==> config.mk <==
export PLATFORM = sky130hd
export DESIGN_NAME = ram_fifo_ctrl
export DESIGN_NICKNAME = d
export VERILOG_FILES = /design/src/rtl/ram_fifo_ctrl.sv
export SDC_FILE = /design/constraint.sdc
export NUM_CORES = 1
export LEC_CHECK = 0
export ABC_AREA = 0
export BUFFER_PORTS_ARGS = -buffer_cell sky130_fd_sc_hd__buf_2
export CAP_MARGIN = 20
export CORE_ASPECT_RATIO = 0.8
export CORE_UTILIZATION = 28
export CTS_BUF_LIST = sky130_fd_sc_hd__clkbuf_16
export DETAILED_ROUTE_END_ITERATION = 8
export GPL_TIMING_DRIVEN = 0
export PLACE_DENSITY = 0.57
export RECOVER_POWER = 25
export SYNTH_ARGS = -nofsm -noshare
export SYNTH_HDL_FRONTEND = slang
export SYNTH_SLANG_ARGS = --single-unit
==> constraint.sdc <==
create_clock -name clk -period 7.44 [get_ports clk]
set_input_delay 0 -clock clk [delete_from_list [all_inputs] [get_ports clk]]
set_output_delay 0 -clock clk [all_outputs]
set_load 0.01 [all_outputs]
==> src/rtl/ram_fifo_ctrl.sv <==
// Stream FIFO controller for a 64 x 8 single-port RAM with a registered read port.
// The one RAM port is shared between writes and reads by round-robin arbitration.
module ram_fifo_ctrl #(
   parameter int DW = 8,
   parameter int AW = 6
) (
   input  logic          clk,
   input  logic          rst_n,
   input  logic [DW-1:0] in_data,
   input  logic          in_valid,
   output logic          in_ready,
   output logic [DW-1:0] out_data,
   output logic          out_valid,
   input  logic          out_ready,
   output logic [DW-1:0] ram_data,
   output logic [AW-1:0] ram_addr,
   output logic          ram_we,
   input  logic [DW-1:0] ram_q,
   output logic [AW:0]   level,
   output logic          full,
   output logic          empty
);

   localparam logic [AW:0] DEPTH = {1'b1, {AW{1'b0}}};

   typedef enum logic {
      GRANT_WR = 1'b0,
      GRANT_RD = 1'b1
   } grant_t;

   logic [AW-1:0] wr_ptr_reg;
   logic [AW-1:0] rd_ptr_reg;
   logic [AW:0]   level_reg;
   logic          rd_pending_reg;
   logic          out_valid_reg;
   logic [DW-1:0] out_data_reg;
   grant_t        last_grant_reg;

   logic wr_req;
   logic rd_req;
   logic grant_wr;
   logic grant_rd;

   assign full  = (level_reg == DEPTH);
   assign empty = (level_reg == '0);

   // rst_n gating keeps the RAM port quiet while reset is held.
   assign wr_req = rst_n && in_valid && !full;
   assign rd_req = rst_n && !empty && !rd_pending_reg && (!out_valid_reg || out_ready);

   assign grant_wr = wr_req && (!rd_req || (last_grant_reg == GRANT_RD));
   assign grant_rd = rd_req && !grant_wr;

   assign ram_we    = grant_wr;
   assign ram_addr  = grant_wr ? wr_ptr_reg : rd_ptr_reg;
   assign ram_data  = in_data;
   assign in_ready  = grant_wr;
   assign out_data  = out_data_reg;
   assign out_valid = out_valid_reg;
   assign level     = level_reg;

   always_ff @(posedge clk or negedge rst_n) begin
      if (!rst_n) begin
         wr_ptr_reg     <= '0;
         rd_ptr_reg     <= '0;
         level_reg      <= '0;
         rd_pending_reg <= 1'b0;
         out_valid_reg  <= 1'b0;
         out_data_reg   <= '0;
         last_grant_reg <= GRANT_RD;
      end else begin
         if (grant_wr) begin
            wr_ptr_reg     <= wr_ptr_reg + AW'(1);
            level_reg      <= level_reg + (AW+1)'(1);
            last_grant_reg <= GRANT_WR;
         end else if (grant_rd) begin
            rd_ptr_reg     <= rd_ptr_reg + AW'(1);
            level_reg      <= level_reg - (AW+1)'(1);
            last_grant_reg <= GRANT_RD;
         end
         rd_pending_reg <= grant_rd;
         // A landing read beats a same-edge handshake; rd_req gating keeps this safe.
         if (rd_pending_reg) begin
            out_data_reg  <= ram_q;
            out_valid_reg <= 1'b1;
         end else if (out_valid_reg && out_ready) begin
            out_valid_reg <= 1'b0;
         end
      end
   end

endmodule

==> flow_summary.json <==
{
  "outcome": "finished, violations left",
  "violations": "capacitance limit, slew limit",
  "drc": 0,
  "cp_slowest_cell": "clkbuf_1",
  "wire_per_inst_um": 11.67,
  "clock-sinks": 30,
  "power_mw": 0.8643,
  "largest_reg_flops": 8,
  "hold_viol": 0,
  "irDropWorstVdd_mv": 0.1157,
  "drive_gt1_share_pct": 33.51,
  "synthCells": 131,
  "die_y_um": 69.80,
  "postCtsResizedCells": 0,
  "grt_max_degree": 35,
  "setup_viol": 0,
  "core-area_um2": 5495,
  "clk_latency_ps": 270,
  "clk_pin_slew_ps": 50,
  "nets": 220,
  "grt_pass1_wl_um": 5168,
  "num_rows": 24,
  "slowest_delay_ps": 1300,
  "start_util_pct": 29.28,
  "grtUsageTotal_pct": 11.34,
  "drt-pass1-iter-count": 4,
  "n_antenna_cell": 0,
  "cellPowerDensity_nw_per_um2": 407.3,
  "cp.required_ps": 7630,
  "root_buffer": "clkbuf_16",
  "fmaxAchievable_mhz": 244.6,
  "synth-seq-cells": 30,
  "fin_crit_sh_pct": 54.95,
  "viasPerCell": 4.331,
  "place_ws_ps": 4052,
  "cp.arrival_ps": 4280,
  "cts_inserted_buffers": 5,
  "dp_cells": 254,
  "syn_to_final_growth_pct": 31.88,
  "whs_ps": 98.70,
  "fin_setup_tns_ps": 0,
  "wl_um": 3140,
  "vias": 1165,
  "clockBufferDepth": 2,
  "io_buffers": 45,
  "drtIter0Drc": 44,
  "finalCriticalPeriod_ps": 4088,
  "yosys_warnings": 0,
  "die_area_um2": 6056,
  "cp_max_fo": 34,
  "htreeDepth": 2,
  "synth_nets": 159,
  "tritoncts": "done",
  "fillers": 564,
  "fin_cells": 269,
  "dp_hpwl_um": 2249,
  "grt_pass1_vias": 1097,
  "path_cells": "dlygate4sd3_1 -> clkbuf_1 -> nand2_1 -> a31oi_1 -> o31a_2 -> buf_4 -> inv_1 -> fa_1 -> a211oi_1 -> o21bai_1 -> a21oi_1 -> mux2i_1 -> xnor2_1",
  "endpoint_kind": "flip-flop",
  "p_leak_nw": 0.9179,
  "grt-ovfl-total": 0,
  "fin_ws_ps": 3352,
  "io_pins": 54,
  "final_area_um2": 2122,
  "skew_ps": 4.813,
  "worstMarginPinSlew_ps": 1808,
  "drv_cap": 1,
  "antenna_found_initial": 0,
  "hold_class": "in2reg",
  "slew_headroom_pct": -20.54,
  "final_util_pct": 38.62,
  "ant_nets": 0,
  "cp-start-kind": "primary input",
  "syn-cell-area_um2": 1609,
  "synth_cell_types": 34,
  "rsz0062_at_grt": "false",
  "dpl_cell_area_um2": 1932,
  "dieWidth_um": 86.76,
  "gp_congestion": 0.7430,
  "critical_path_class": "in2reg",
  "avgSynthCellArea_um2": 12.28,
  "final_max_slew_viol_count": 35,
  "ys_seq_area_share_pct": 46.73
}
[final cells by class]
type | instances | area, um2 | share of cell area, %
flip-flops and latches | 30 | 752.0 | 35.44
clock buffers | 5 | 125.1 | 5.896
multi-input cells | 87 | 767.0 | 36.14
plain buffers | 11 | 78.83 | 3.715
well taps | 78 | 97.59 | 4.599
repair buffers | 54 | 286.5 | 13.50
inverters | 3 | 11.26 | 0.5307
clock inverters | 1 | 3.754 | 0.1769
[timing repair]
item | in CTS | in global routing
hold endpoints to repair | 37 | 0
hold buffers | 9 | 0
setup buffers | 0 | 0
[cell usage in the layout (no fill, tap or decap), types with 2 or more instances in the layout]
cell type / instances
ha_1: 7
inv_1: 3
mux2_2: 19
a21oi_1: 7
dfrtp_1: 29
clkbuf_1: 24
nand4_1: 5
buf_4: 10
xor2_1: 3
and3_1: 2
buf_2: 22
nor2_1: 2
clkbuf_16: 5
xnor2_1: 13
nand2_1: 8
dlygate4sd3_1: 9
mux2_1: 2
[final timing paths]
path,startpoint,slack (ps),depth (start not counted),to
setup reg to reg,level[0],4060,11,level[6]
hold reg to reg,wr_ptr_reg[5],460,1,wr_ptr_reg[5]
min in group asynchronous,rst_n,770,2,wr_ptr_reg[2]
setup / recovery,rst_n,3350,13,level[6]
hold / removal,out_ready,100,3,out_valid
max in group asynchronous,rst_n,5630,2,level[0]
[cells in the mapped netlist]
cell       n  area share (%)
a211oi_1   1            0.47
a21o_1     1            0.47
a21o_2     1            0.54
a21oi_1    7             2.2
a31oi_1    1            0.39
and3_1     2            0.78
and3_2     1            0.47
buf_4     10             4.7
clkbuf_1   1            0.23
dfrtp_1   29              45
dfstp_2    1             1.6
fa_1       1             1.2
ha_1       7             5.4
inv_1      3            0.70
mux2_1     2             1.4
mux2_2    19              13
mux2i_1    1            0.62
nand2_1    8             1.9
nand4_1    5             1.9
nor2_1     2            0.47
nor2_2     1            0.39
nor2b_1    1            0.39
nor3_1     1            0.31
nor4_1     1            0.39
nor4_4     1             1.3
nor4b_2    1            0.93
o211ai_1   1            0.47
o211ai_4   1             1.3
o21ai_0    1            0.31
o21bai_1   1            0.47
o31a_2     1            0.62
or4_1      1            0.47
xnor2_1   13             7.1
xor2_1     3             1.6
[kinds of logic after synthesis]
group / Yosys count / share of synthesized area, %
simple gates: 25 / 9.721
xor+xnor: 16 / 8.710
flops: 30 / 46.73
compound gates: 16 / 7.232
buf+inv: 14 / 5.598
fa+ha+maj: 8 / 6.687
mux: 22 / 15.32
[where the power goes]
| group | total (mW) | switching (mW) | internal (mW) |
|---|---|---|---|
| Combinational | 0.359 | 0.172 | 0.187 |
| Clock | 0.179 | 0.0607 | 0.118 |
| Sequential | 0.327 | 0.0838 | 0.243 |
[worst max-delay path, delay by kind of cell]
kind	cells	cell delay, ps
buf+inv	4	2190
compound gates	5	1090
fa+ha+maj	1	500
mux	1	240
xor+xnor	1	130
simple gates	1	110
[per-layer routing]
layer	global-route usage [%]	share of wire (%)	vias up	wire [um]
met5	0	0	-	0
li1	-	-	586	-
met2	16.67	45	35	1414
met3	3.214	4.6	5	143
met4	6.111	1.8	0	57
met1	15.02	49	539	1524
Note: power is estimated with default switching activity, not from simulation.
